`src/rtl/input_pkg.sv`:
```
// ---------------------------------------------------------------------------
// input_pkg
// Shared types and constants for the player-control input conditioner.
//   debounce_state_t        : accepted value of one debounced channel
//   DEFAULT_DEBOUNCE_CYCLES : 10 ms at 25 MHz
//   SIM_DEBOUNCE_CYCLES     : short debounce window for simulation benches
//   DEFAULT_SYNC_STAGES     : flops per synchroniser chain
// ---------------------------------------------------------------------------
package input_pkg;

    typedef enum logic {
        ACCEPTED_OFF = 1'b0,
        ACCEPTED_ON  = 1'b1
    } debounce_state_t;

    localparam int DEFAULT_DEBOUNCE_CYCLES = 250000;
    localparam int SIM_DEBOUNCE_CYCLES     = 4;
    localparam int DEFAULT_SYNC_STAGES     = 2;

endpackage

```
`src/rtl/debounce_channel.sv`:
```
// ---------------------------------------------------------------------------
// debounce_channel
// One control input: synchroniser chain, optional polarity inversion, and a
// two-state debounce FSM that accepts a new value only after it has been
// seen for DEBOUNCE_CYCLES consecutive cycles.
//   vga_clock : clock, rising edge
//   reset     : asynchronous, active-low
//   raw       : asynchronous board input
//   level     : debounced active-high value (registered)
//   rise      : one-cycle pulse when level goes 0 -> 1
//   fall      : one-cycle pulse when level goes 1 -> 0
// ---------------------------------------------------------------------------
module debounce_channel
    import input_pkg::*;
#(
    parameter int DEBOUNCE_CYCLES = DEFAULT_DEBOUNCE_CYCLES,
    parameter int SYNC_STAGES     = DEFAULT_SYNC_STAGES,
    parameter bit INVERT          = 1'b0
) (
    input  logic vga_clock,
    input  logic reset,
    input  logic raw,
    output logic level,
    output logic rise,
    output logic fall
);

    localparam int                     COUNT_W    = $clog2(DEBOUNCE_CYCLES + 1);
    localparam logic [COUNT_W-1:0]     LAST_COUNT = COUNT_W'(DEBOUNCE_CYCLES - 1);
    // The chain resets to the raw idle level so that reset release never
    // looks like an edge on the input.
    localparam logic [SYNC_STAGES-1:0] SYNC_IDLE  = {SYNC_STAGES{INVERT}};

    logic [SYNC_STAGES-1:0] sync_chain;
    logic                   sample;

    debounce_state_t        state, next_state;
    logic [COUNT_W-1:0]     count, next_count;
    logic                   next_rise, next_fall;

    // NOTE: every clocked process uses non-blocking assignments so all flops
    // update together at the edge and ordering between processes is irrelevant.
    always_ff @(posedge vga_clock or negedge reset) begin
        if (!reset) begin
            sync_chain <= SYNC_IDLE;
        end else begin
            sync_chain <= {sync_chain[SYNC_STAGES-2:0], raw};
        end
    end

    // Normalised to active-high after the last synchroniser stage.
    assign sample = sync_chain[SYNC_STAGES-1] ^ INVERT;

    // State register; the pulses are registered so no output has a
    // combinational path from the raw pin.
    always_ff @(posedge vga_clock or negedge reset) begin
        if (!reset) begin
            state <= ACCEPTED_OFF;
            count <= '0;
            rise  <= 1'b0;
            fall  <= 1'b0;
        end else begin
            state <= next_state;
            count <= next_count;
            rise  <= next_rise;
            fall  <= next_fall;
        end
    end

    // Next-state logic: count consecutive cycles where the sample differs
    // from the accepted value; any agreeing cycle restarts the count.
    always_comb begin
        // NOTE: every output of this block gets a default first, so no path
        // leaves a variable unassigned and no latch is inferred.
        next_state = state;
        next_count = '0;
        next_rise  = 1'b0;
        next_fall  = 1'b0;
        if (sample != (state == ACCEPTED_ON)) begin
            if (count == LAST_COUNT) begin
                if (state == ACCEPTED_OFF) begin
                    next_state = ACCEPTED_ON;
                    next_rise  = 1'b1;
                end else begin
                    next_state = ACCEPTED_OFF;
                    next_fall  = 1'b1;
                end
            end else begin
                next_count = count + 1'b1;
            end
        end
    end

    // Output logic: the level is the state flop itself.
    always_comb begin
        level = (state == ACCEPTED_ON);
    end

endmodule

```
`src/rtl/input_conditioner.sv`:
```
// ---------------------------------------------------------------------------
// input_conditioner
// Synchronises and debounces the player switches and buttons into the
// vga_clock domain and produces clean levels plus press/release pulses.
//   vga_clock        : clock, rising edge
//   reset            : asynchronous, active-low
//   raw_left_switch  : board switch, active-high
//   raw_right_switch : board switch, active-high
//   raw_jump_button  : push-button, polarity set by BUTTONS_ACTIVE_LOW
//   raw_start_button : push-button, polarity set by BUTTONS_ACTIVE_LOW
//   left_level       : debounced left switch
//   right_level      : debounced right switch
//   jump_held        : debounced jump button
//   jump_press       : one-cycle pulse on jump_held rising
//   jump_release     : one-cycle pulse on jump_held falling
//   start_press      : one-cycle pulse on debounced start rising
//   any_activity     : one-cycle pulse when any channel accepts a change
// ---------------------------------------------------------------------------
module input_conditioner
    import input_pkg::*;
#(
    parameter int DEBOUNCE_CYCLES    = DEFAULT_DEBOUNCE_CYCLES,
    parameter int SYNC_STAGES        = DEFAULT_SYNC_STAGES,
    parameter bit BUTTONS_ACTIVE_LOW = 1'b1
) (
    input  logic vga_clock,
    input  logic reset,
    input  logic raw_left_switch,
    input  logic raw_right_switch,
    input  logic raw_jump_button,
    input  logic raw_start_button,
    output logic left_level,
    output logic right_level,
    output logic jump_held,
    output logic jump_press,
    output logic jump_release,
    output logic start_press,
    output logic any_activity
);

    logic left_rise, left_fall;
    logic right_rise, right_fall;
    logic start_fall;
    // The game only reacts to the start press; the held level is not needed.
    logic unused_start_level;

    debounce_channel #(
        .DEBOUNCE_CYCLES (DEBOUNCE_CYCLES),
        .SYNC_STAGES     (SYNC_STAGES),
        .INVERT          (1'b0)
    ) u_left (
        .vga_clock (vga_clock),
        .reset     (reset),
        .raw       (raw_left_switch),
        .level     (left_level),
        .rise      (left_rise),
        .fall      (left_fall)
    );

    debounce_channel #(
        .DEBOUNCE_CYCLES (DEBOUNCE_CYCLES),
        .SYNC_STAGES     (SYNC_STAGES),
        .INVERT          (1'b0)
    ) u_right (
        .vga_clock (vga_clock),
        .reset     (reset),
        .raw       (raw_right_switch),
        .level     (right_level),
        .rise      (right_rise),
        .fall      (right_fall)
    );

    debounce_channel #(
        .DEBOUNCE_CYCLES (DEBOUNCE_CYCLES),
        .SYNC_STAGES     (SYNC_STAGES),
        .INVERT          (BUTTONS_ACTIVE_LOW)
    ) u_jump (
        .vga_clock (vga_clock),
        .reset     (reset),
        .raw       (raw_jump_button),
        .level     (jump_held),
        .rise      (jump_press),
        .fall      (jump_release)
    );

    debounce_channel #(
        .DEBOUNCE_CYCLES (DEBOUNCE_CYCLES),
        .SYNC_STAGES     (SYNC_STAGES),
        .INVERT          (BUTTONS_ACTIVE_LOW)
    ) u_start (
        .vga_clock (vga_clock),
        .reset     (reset),
        .raw       (raw_start_button),
        .level     (unused_start_level),
        .rise      (start_press),
        .fall      (start_fall)
    );

    // OR of registered pulses only, so still free of any raw-input path.
    assign any_activity = left_rise  | left_fall  | right_rise   | right_fall |
                          jump_press | jump_release | start_press | start_fall;

endmodule

```
`config.mk`:
```
export PLATFORM = sky130hd
export DESIGN_NAME = input_conditioner
export DESIGN_NICKNAME = d
export VERILOG_FILES = /design/src/rtl/input_pkg.sv /design/src/rtl/debounce_channel.sv /design/src/rtl/input_conditioner.sv
export SDC_FILE = /design/constraint.sdc
export NUM_CORES = 1
export LEC_CHECK = 0
export ABC_AREA = 1
export BUFFER_PORTS_ARGS = -buffer_cell sky130_fd_sc_hd__buf_2
export CORE_MARGIN = 2
export CORE_UTILIZATION = 48
export CTS_BUF_LIST = sky130_fd_sc_hd__clkbuf_4 sky130_fd_sc_hd__clkbuf_8
export DETAILED_ROUTE_END_ITERATION = 12
export SYNTH_ARGS = -nofsm -noshare
export SYNTH_HDL_FRONTEND = slang
export SYNTH_SLANG_ARGS = --single-unit
export TNS_END_PERCENT = 1
```
`constraint.sdc`:
```
create_clock -name vga_clock -period 3.93 [get_ports vga_clock]
set_input_delay 0.786 -clock vga_clock [delete_from_list [all_inputs] [get_ports vga_clock]]
set_output_delay 0.786 -clock vga_clock [all_outputs]
set_load 0.01 [all_outputs]
```
==> metrics.txt, run 1 <==
# TYPE chip_impl_metric gauge
chip_impl_info{name="outcome",value="finished, final reports clean"} 1
chip_impl_metric{name="worst_skew_pair.late_latency",unit="ns"} 0.36
chip_impl_metric{name="period_share",unit=""} 0.513
chip_impl_metric{name="minimum_clock_period",unit="ns"} 2.02
chip_impl_metric{name="worstPathMaxFanout",unit=""} 2
chip_impl_metric{name="power.clock.fraction",unit=""} 0.415
chip_impl_metric{name="p_sw",unit="W"} 0.000396
chip_impl_metric{name="cts.sink_count",unit=""} 92
chip_impl_metric{name="vias",unit=""} 3549
chip_impl_metric{name="grt_pass1_vias",unit=""} 3401
chip_impl_metric{name="design_internal_power",unit="W"} 0.00137
chip_impl_info{name="netlist_top_cells_area",value="sky130_fd_sc_hd__dfrtp_1 (46%), sky130_fd_sc_hd__nor2_1 (12%), sky130_fd_sc_hd__nand2_1 (8.1%), sky130_fd_sc_hd__nand3_1 (4.9%), sky130_fd_sc_hd__inv_1 (4.7%)"} 1
chip_impl_metric{name="nNetsFinal",unit=""} 626
chip_impl_info{name="yosys-top-cells-count",value="sky130_fd_sc_hd__nor2_1 (153), sky130_fd_sc_hd__nand2_1 (102), sky130_fd_sc_hd__dfrtp_1 (88), sky130_fd_sc_hd__inv_1 (59), sky130_fd_sc_hd__nand3_1 (46)"} 1
chip_impl_metric{name="total_leakage_power",unit="nW"} 2.25
chip_impl_metric{name="initial_antenna_violation_count",unit=""} 0
chip_impl_metric{name="cts.repair_timing.setup_buffer_count",unit=""} 0
chip_impl_metric{name="swShare",unit=""} 0.224
chip_impl_metric{name="post_detailed_placement_half_perimeter_wirelength",unit="mm"} 6.56
chip_impl_metric{name="synth_area_per_cell",unit="µm²"} 8.01
chip_impl_metric{name="dpl-instance-area",unit="mm²"} 0.00498
chip_impl_metric{name="dr_wl_met2",unit="mm"} 4.03
chip_impl_info{name="cp_top_family",value="flip-flops"} 1
chip_impl_info{name="setup.worst_path.start_class",value="register"} 1
chip_impl_info{name="critPathSlowestCell",value="sky130_fd_sc_hd__dfrtp_1"} 1
chip_impl_metric{name="grt_start_max_net_pins",unit=""} 59
chip_impl_metric{name="finalPower",unit="W"} 0.00177
chip_impl_info{name="hold_start",value="u_left.sync_chain[0]"} 1
chip_impl_metric{name="boundaryPins",unit=""} 13
chip_impl_metric{name="drtAntennaViolNets",unit=""} 0
chip_impl_metric{name="setup_tns",unit="ns"} 0
chip_impl_metric{name="die_w",unit="µm"} 103
chip_impl_metric{name="clkSlewWorstSetupHoldPaths",unit="ns"} 0.09
chip_impl_metric{name="firstDrtPassIters",unit=""} 4
chip_impl_metric{name="floorplan.die_area",unit="mm²"} 0.0107
chip_impl_metric{name="number_of_buffer_and_inverter_stages_on_the_critical_path",unit=""} 1
chip_impl_metric{name="synth.yosys.seq_area_share",unit=""} 0.486
chip_impl_metric{name="worst_hold_path_cell_count",unit=""} 0
chip_impl_info{name="crit-reg2reg-capture",value="u_jump.rise"} 1
chip_impl_metric{name="fp.coreArea",unit="mm²"} 0.00968
chip_impl_metric{name="final_cell_area",unit="mm²"} 0.00522
chip_impl_metric{name="drtIter0Drc",unit=""} 152
chip_impl_metric{name="data_arrival_time_of_the_critical_path",unit="ns"} 1.23
chip_impl_metric{name="post_route_cells_drive_above_1_share",unit=""} 0.148
chip_impl_metric{name="critical_path_cell_count",unit=""} 3
chip_impl_metric{name="ys_types",unit=""} 24
chip_impl_info{name="netlist.top_cell.by_area",value="sky130_fd_sc_hd__dfrtp_1"} 1
chip_impl_metric{name="antenna-diode-count",unit=""} 0
chip_impl_metric{name="max_clock_freq",unit="MHz"} 496
chip_impl_metric{name="drv_cap",unit=""} 0
chip_impl_info{name="path_class",value="register to output port"} 1
chip_impl_metric{name="cp_slowest_stage_delay",unit="ns"} 0.38
chip_impl_info{name="hold-path-endpoint",value="u_left.sync_chain[1]"} 1
chip_impl_metric{name="drt-wirelength-per-cell",unit="µm"} 11.9
chip_impl_metric{name="worst-slew-pin-transition",unit="ns"} 0.712
chip_impl_info{name="min_path_type",value="register to register"} 1
chip_impl_metric{name="cp_data_required_time",unit="ns"} 3.14
chip_impl_metric{name="hold_violations",unit=""} 0
chip_impl_info{name="routed.top_layer",value="met4"} 1
chip_impl_metric{name="vdd.ir_drop.worst",unit="µV"} 128
chip_impl_metric{name="clock_tree.buffer_depth",unit=""} 2
chip_impl_info{name="tritoncts",value="built"} 1
chip_impl_metric{name="number_of_register_bits_inferred_by_synthesis",unit=""} 92
chip_impl_metric{name="yosys_warnings",unit=""} 0
chip_impl_info{name="clock-root-buffer",value="sky130_fd_sc_hd__clkbuf_8"} 1
chip_impl_info{name="critical_path.reg2reg.startpoint",value="u_jump.count[0]"} 1
chip_impl_metric{name="number_of_enable_type_register_cells_in_the_synthesized_netlist",unit=""} 0
chip_impl_metric{name="fillers",unit=""} 908
chip_impl_metric{name="cts_repair_resize_count",unit=""} 0
chip_impl_metric{name="std_cell_rows",unit=""} 36
chip_impl_metric{name="place_congestion",unit=""} 0.849
chip_impl_metric{name="register_to_register_setup_slack",unit="ns"} 2.39
chip_impl_metric{name="io_buffer_count",unit=""} 12
chip_impl_metric{name="hold_buf_count_cts",unit=""} 0
chip_impl_metric{name="met1Wirelength",unit="mm"} 4.62
chip_impl_info{name="yosys_most_used_dff",value="sky130_fd_sc_hd__dfrtp_1"} 1
chip_impl_metric{name="cts.htree.levels",unit=""} 3
chip_impl_metric{name="routed-wl-met3",unit="µm"} 217
chip_impl_metric{name="slew-limit-headroom",unit=""} 0.525
chip_impl_metric{name="seq_power_share",unit=""} 0.550
chip_impl_metric{name="area.growth.synth_to_final",unit="%"} 9.99
chip_impl_metric{name="setup_viol_count_final",unit=""} 0
chip_impl_info{name="list_of_cells_traversed_by_the_critical_path",value="nor4_1, nand2_1, buf_2"} 1
chip_impl_metric{name="power.density",unit="mW/mm²"} 339
chip_impl_metric{name="syn_std_cell_area",unit="mm²"} 0.00474
chip_impl_info{name="endpoint_kind",value="output port"} 1
chip_impl_metric{name="drcViolationCount",unit=""} 0
chip_impl_metric{name="synth_cells",unit=""} 592
chip_impl_metric{name="initial_core_util",unit=""} 0.490
chip_impl_metric{name="chipHeight",unit="µm"} 103
chip_impl_metric{name="yosys.area.top_type_share",unit=""} 0.464
chip_impl_metric{name="routed_via_density",unit=""} 4.71
chip_impl_metric{name="worst_clock_skew",unit="ns"} 0.00645
chip_impl_info{name="synthMostInstantiatedCell",value="sky130_fd_sc_hd__nor2_1"} 1
chip_impl_metric{name="totalWireLength",unit="mm"} 8.96
chip_impl_metric{name="r2r.worst_path.cells",unit=""} 5
chip_impl_metric{name="async_reset_ff_frac",unit=""} 1.00
chip_impl_metric{name="comb_power_share",unit=""} 0.035
chip_impl_metric{name="groute.usage.overall",unit=""} 0.190
chip_impl_metric{name="syn_nets",unit=""} 602
chip_impl_metric{name="grt_overflow_total",unit=""} 0
chip_impl_info{name="grt_setup_unrepaired",value="no"} 1
chip_impl_metric{name="first_pass_grt_wire_length",unit="mm"} 15.7
chip_impl_metric{name="number_of_buffers_added_by_the_clock_tree_synthesis_step",unit=""} 9
chip_impl_metric{name="final_max_slew_viol_count",unit=""} 0
-- power by group through the flow --
stage | sequential (W) | combinational (W) | clock [W]
after global routing | 0.000976 | 0.0000740 | 0.000802
after floorplan | 0.000990 | 0.0000321 | 0
after global placement | 0.000991 | 0.0000633 | 0
final | 0.000974 | 0.0000618 | 0.000734
after detailed placement | 0.000992 | 0.0000641 | 0
after CTS | 0.000974 | 0.0000646 | 0.000754
-- placed cells by master (no fill, tap or decap), types with 8 or more instances in the layout --
cell type / instances
sky130_fd_sc_hd__nand2_1: 102
sky130_fd_sc_hd__nor3_1: 9
sky130_fd_sc_hd__a21oi_1: 11
sky130_fd_sc_hd__inv_1: 59
sky130_fd_sc_hd__dfrtp_1: 88
sky130_fd_sc_hd__nor2_2: 14
sky130_fd_sc_hd__nor2_1: 153
sky130_fd_sc_hd__clkbuf_8: 11
sky130_fd_sc_hd__buf_2: 11
sky130_fd_sc_hd__xor2_1: 24
sky130_fd_sc_hd__nand3_1: 46
sky130_fd_sc_hd__o21ai_1: 8
sky130_fd_sc_hd__nor2_4: 12
sky130_fd_sc_hd__inv_2: 9
sky130_fd_sc_hd__xnor2_1: 14
sky130_fd_sc_hd__nand2_2: 16
-- cells by family (layout without fill, tap and decap cells) --
family	Yosys count	count (layout)	synth area share
flops	92	92	0.486
buf+inv	69	98	0.0549
fa+ha+maj	4	4	0.0105
xor+xnor	38	38	0.0701
simple gates	369	369	0.357
compound gates	20	20	0.0216
-- worst max-delay path by stage --
stage | slack [ns] | start | to
2_1_floorplan | 2.37 | u_jump.rise | any_activity
5_1_grt | 1.82 | u_jump.rise | any_activity
4_1_cts | 1.87 | u_jump.rise | any_activity
6_report | 1.91 | u_jump.rise | any_activity
3_5_place_dp | 2.21 | reset | u_jump.sync_chain[0]
3_3_place_gp | 2.21 | reset | u_jump.sync_chain[0]
-- layout make-up --
type / count / area, µm² / area share
sequential: 92 / 2310 / 0.442
clock inverter: 5 / 83.8 / 0.0161
inverter: 68 / 255 / 0.0489
timing repair buffer: 14 / 77.6 / 0.0149
multi-input combinational: 431 / 2180 / 0.417
tap: 133 / 166 / 0.0319
clock buffer: 11 / 151 / 0.0290
-- registers in the layout (all words and copies together) (netlist names) --
register	count
u_left.count	18
u_start.count	18
u_right.level	1
u_left.fall	1
u_jump.fall	1
u_right.fall	1
u_left.level	1
u_start.level	1
u_right.sync_chain	2
u_start.sync_chain	2
u_jump.rise	1
u_jump.level	1
u_jump.count	18
u_left.rise	1
u_left.sync_chain	2
u_jump.sync_chain	2
u_start.rise	1
u_start.fall	1
u_right.rise	1
u_right.count	18
-- through the flow --
| stage | util | hold WS [ns] | setup WS [ns] | std cells |
|---|---|---|---|---|
| after floorplan | - | 0.331 | 2.37 | 592 |
| after global placement | 0.515 | 0.333 | 2.21 | 738 |
| after detailed placement | 0.515 | 0.336 | 2.21 | 738 |
| after CTS | 0.539 | 0.352 | 1.87 | 754 |
| after global routing | 0.539 | 0.357 | 1.82 | 754 |
| final | 0.539 | 0.348 | 1.91 | 754 |
-- metal layers --
metal | global-route usage | vias up
met4 | 0.0698 | 0
met3 | 0.0316 | 9
met5 | 0 | -
met1 | 0.271 | 1620
met2 | 0.292 | 43
li1 | - | 1877
No activity file was read; power rests on OpenSTA's default activity.
==> inputs of run 2 (changes only) <==
- clock period: 3.93 -> 2.1 ns (I/O delays scaled with it)
==> run 2 against run 1 <==
  * The run now ends with hold timing left
  * Clock power up 66%
  * Sequential power rose by 87%
  * Via count increased by 2.1%
  * Cell area about the same
  * Largest power group unchanged
==> metrics.txt, run 2 (synthesis gave the netlist of run 1 again) <==
# TYPE chip_impl_metric gauge
chip_impl_info{name="outcome",value="complete, but fails checks"} 1
chip_impl_info{name="failing_checks",value="hold timing"} 1
chip_impl_metric{name="routed_via_density",unit=""} 4.79
chip_impl_info{name="endpoint_kind",value="output port"} 1
chip_impl_metric{name="hold_violations",unit=""} 2
chip_impl_metric{name="drcViolationCount",unit=""} 0
chip_impl_metric{name="die_w",unit="µm"} 103
chip_impl_metric{name="cts.repair_timing.setup_buffer_count",unit=""} 0
chip_impl_metric{name="max_clock_freq",unit="MHz"} 581
chip_impl_metric{name="placement.setup.worst_slack",unit="ns"} 0.570
chip_impl_metric{name="cts_repair_resize_count",unit=""} 0
chip_impl_metric{name="clkSlewWorstSetupHoldPaths",unit="ns"} 0.10
chip_impl_metric{name="worst-slew-pin-transition",unit="ns"} 0.474
chip_impl_metric{name="setup_tns",unit="ns"} 0
chip_impl_metric{name="post_detailed_placement_half_perimeter_wirelength",unit="mm"} 6.72
chip_impl_metric{name="worstPathMaxFanout",unit=""} 1
chip_impl_metric{name="totalWireLength",unit="mm"} 9.06
chip_impl_info{name="grt_setup_unrepaired",value="no"} 1
chip_impl_metric{name="grt_overflow_total",unit=""} 0
chip_impl_metric{name="nNetsFinal",unit=""} 629
chip_impl_metric{name="io_buffer_count",unit=""} 12
chip_impl_metric{name="use_met3",unit=""} 0.0349
chip_impl_metric{name="slew-limit-headroom",unit=""} 0.683
chip_impl_metric{name="worst_clock_skew",unit="ns"} 0.0136
chip_impl_info{name="path_class",value="register to output port"} 1
chip_impl_metric{name="first_pass_grt_wire_length",unit="mm"} 15.8
chip_impl_metric{name="final_cell_area",unit="mm²"} 0.00522
chip_impl_info{name="globalRoute.busiestLayer",value="met2"} 1
chip_impl_metric{name="cp_data_required_time",unit="ns"} 1.68
chip_impl_metric{name="place_congestion",unit=""} 0.832
chip_impl_metric{name="cts.htree.levels",unit=""} 3
chip_impl_metric{name="initial_core_util",unit=""} 0.490
chip_impl_metric{name="drtAntennaViolNets",unit=""} 0
chip_impl_metric{name="fp.coreArea",unit="mm²"} 0.00968
chip_impl_metric{name="cts.sink_count",unit=""} 92
chip_impl_metric{name="initial_antenna_violation_count",unit=""} 0
chip_impl_metric{name="antenna-diode-count",unit=""} 0
chip_impl_info{name="min_path_type",value="input pin to asynchronous set/reset pin"} 1
chip_impl_metric{name="boundaryPins",unit=""} 13
chip_impl_metric{name="power.density",unit="mW/mm²"} 607
chip_impl_info{name="clock-root-buffer",value="sky130_fd_sc_hd__clkbuf_8"} 1
chip_impl_metric{name="vdd.ir_drop.worst",unit="µV"} 379
chip_impl_info{name="mostFrequentLayoutCell",value="sky130_fd_sc_hd__nor2_1"} 1
chip_impl_metric{name="clock_tree.buffer_depth",unit=""} 2
chip_impl_metric{name="area.growth.synth_to_final",unit="%"} 10.0
chip_impl_metric{name="grt_pass1_vias",unit=""} 3463
chip_impl_info{name="setup.worst_path.start_class",value="register"} 1
chip_impl_metric{name="minimum_clock_period",unit="ns"} 1.72
chip_impl_metric{name="data_arrival_time_of_the_critical_path",unit="ns"} 1.30
chip_impl_metric{name="grt_start_max_net_pins",unit=""} 36
chip_impl_metric{name="period_share",unit=""} 0.819
chip_impl_metric{name="hold_ws",unit="ns"} -0.00609
chip_impl_metric{name="drv_cap",unit=""} 0
chip_impl_metric{name="total_leakage_power",unit="nW"} 2.27
chip_impl_metric{name="layout_setup_ws",unit="ns"} 0.379
chip_impl_metric{name="combined_area_of_the_multi_input_logic_cells",unit="mm²"} 0.00218
chip_impl_metric{name="footprint_of_the_flip_flops_and_latches",unit="mm²"} 0.00231
chip_impl_metric{name="hold_buf_count_cts",unit=""} 0
chip_impl_metric{name="groute.usage.overall",unit=""} 0.189
chip_impl_metric{name="floorplan.die_area",unit="mm²"} 0.0107
chip_impl_metric{name="drt-wirelength-per-cell",unit="µm"} 12.0
chip_impl_metric{name="firstDrtPassIters",unit=""} 7
chip_impl_metric{name="worst_skew_pair.late_latency",unit="ns"} 0.36
chip_impl_metric{name="chipHeight",unit="µm"} 103
chip_impl_metric{name="vias",unit=""} 3624
chip_impl_metric{name="final_max_slew_viol_count",unit=""} 0
chip_impl_metric{name="globalRouteMet1Util",unit=""} 0.259
chip_impl_info{name="tritoncts",value="built"} 1
chip_impl_metric{name="grt.met2_usage",unit=""} 0.306
chip_impl_metric{name="dpl-instance-area",unit="mm²"} 0.00502
chip_impl_metric{name="number_of_buffers_added_by_the_clock_tree_synthesis_step",unit=""} 9
chip_impl_metric{name="fillers",unit=""} 943
chip_impl_metric{name="post_route_cells_drive_above_1_share",unit=""} 0.152
chip_impl_metric{name="setup_viol_count_final",unit=""} 0
chip_impl_metric{name="std_cell_rows",unit=""} 36
chip_impl_metric{name="drtIter0Drc",unit=""} 111
chip_impl_info{name="most-common-layout-cells",value="sky130_fd_sc_hd__nor2_1 (153), sky130_fd_sc_hd__nand2_1 (102), sky130_fd_sc_hd__dfrtp_1 (88)"} 1
[run 2: cell types whose count changed in the layout (fill, tap and decap cells not counted), sizes merged]
| cell | previous run | this run |
|---|---|---|
| buf | 14 | 17 |
| bufinv | 2 | 1 |
| clkbuf | 11 | 12 |
| clkinv | 1 | 3 |
| clkinvlp | 2 | 0 |
[run 2: final cells by class]
type | instances | share of cell area
Timing Repair Buffer | 17 | 0.0216
Clock buffer | 12 | 0.0292
Sequential cell | 92 | 0.442
Multi-Input combinational cell | 431 | 0.417
Inverter | 68 | 0.0489
Clock inverter | 4 | 0.00935
Tap cell | 133 | 0.0319
[run 2: critical path, cell delays in order (launching register included)]
cell and delay, ns:
sky130_fd_sc_hd__dfrtp_1 0.37, sky130_fd_sc_hd__nor4_1 0.36, sky130_fd_sc_hd__nand2_1 0.08, sky130_fd_sc_hd__buf_2 0.15
[run 2: per-stage QoR]
step           total power, W  instances  hold WS [ns]   util
3_5_place_dp          0.00199        741         0.340  0.518
4_1_cts               0.00322        757       0.00405  0.539
2_1_floorplan         0.00191        592         0.124      -
6_report              0.00317        757      -0.00609  0.539
3_3_place_gp          0.00198        741         0.338  0.518
5_1_grt               0.00332        757        0.0137  0.539
[run 2: layer usage]
metal | share of wire | vias to the layer above
met5 | 0 | -
met4 | 0.012 | 0
met3 | 0.024 | 10
met2 | 0.47 | 42
met1 | 0.50 | 1687
li1 | - | 1885
[run 2: path summary, 6_finish.rpt]
check	start	end	slack, ns	depth (start not counted)
hold / removal	reset	u_left.count[6]	-0.006	1
setup reg to reg	u_left.level	u_left.count[10]	0.55	6
max in group asynchronous	reset	u_jump.sync_chain[0]	1.44	2
setup / recovery	u_left.fall	any_activity	0.38	3
hold reg to reg	u_left.sync_chain[0]	u_left.sync_chain[1]	0.35	0
min in group vga_clock	raw_jump_button	u_jump.sync_chain[0]	0.16	1
[run 2: power breakdown]
| part | internal (W) | leakage, nW | switching (W) |
|---|---|---|---|
| registers | 0.00180 | 1.25 | 0.0000222 |
| logic | 0.0000385 | 0.905 | 0.0000857 |
| clock network | 0.000609 | 0.107 | 0.000613 |
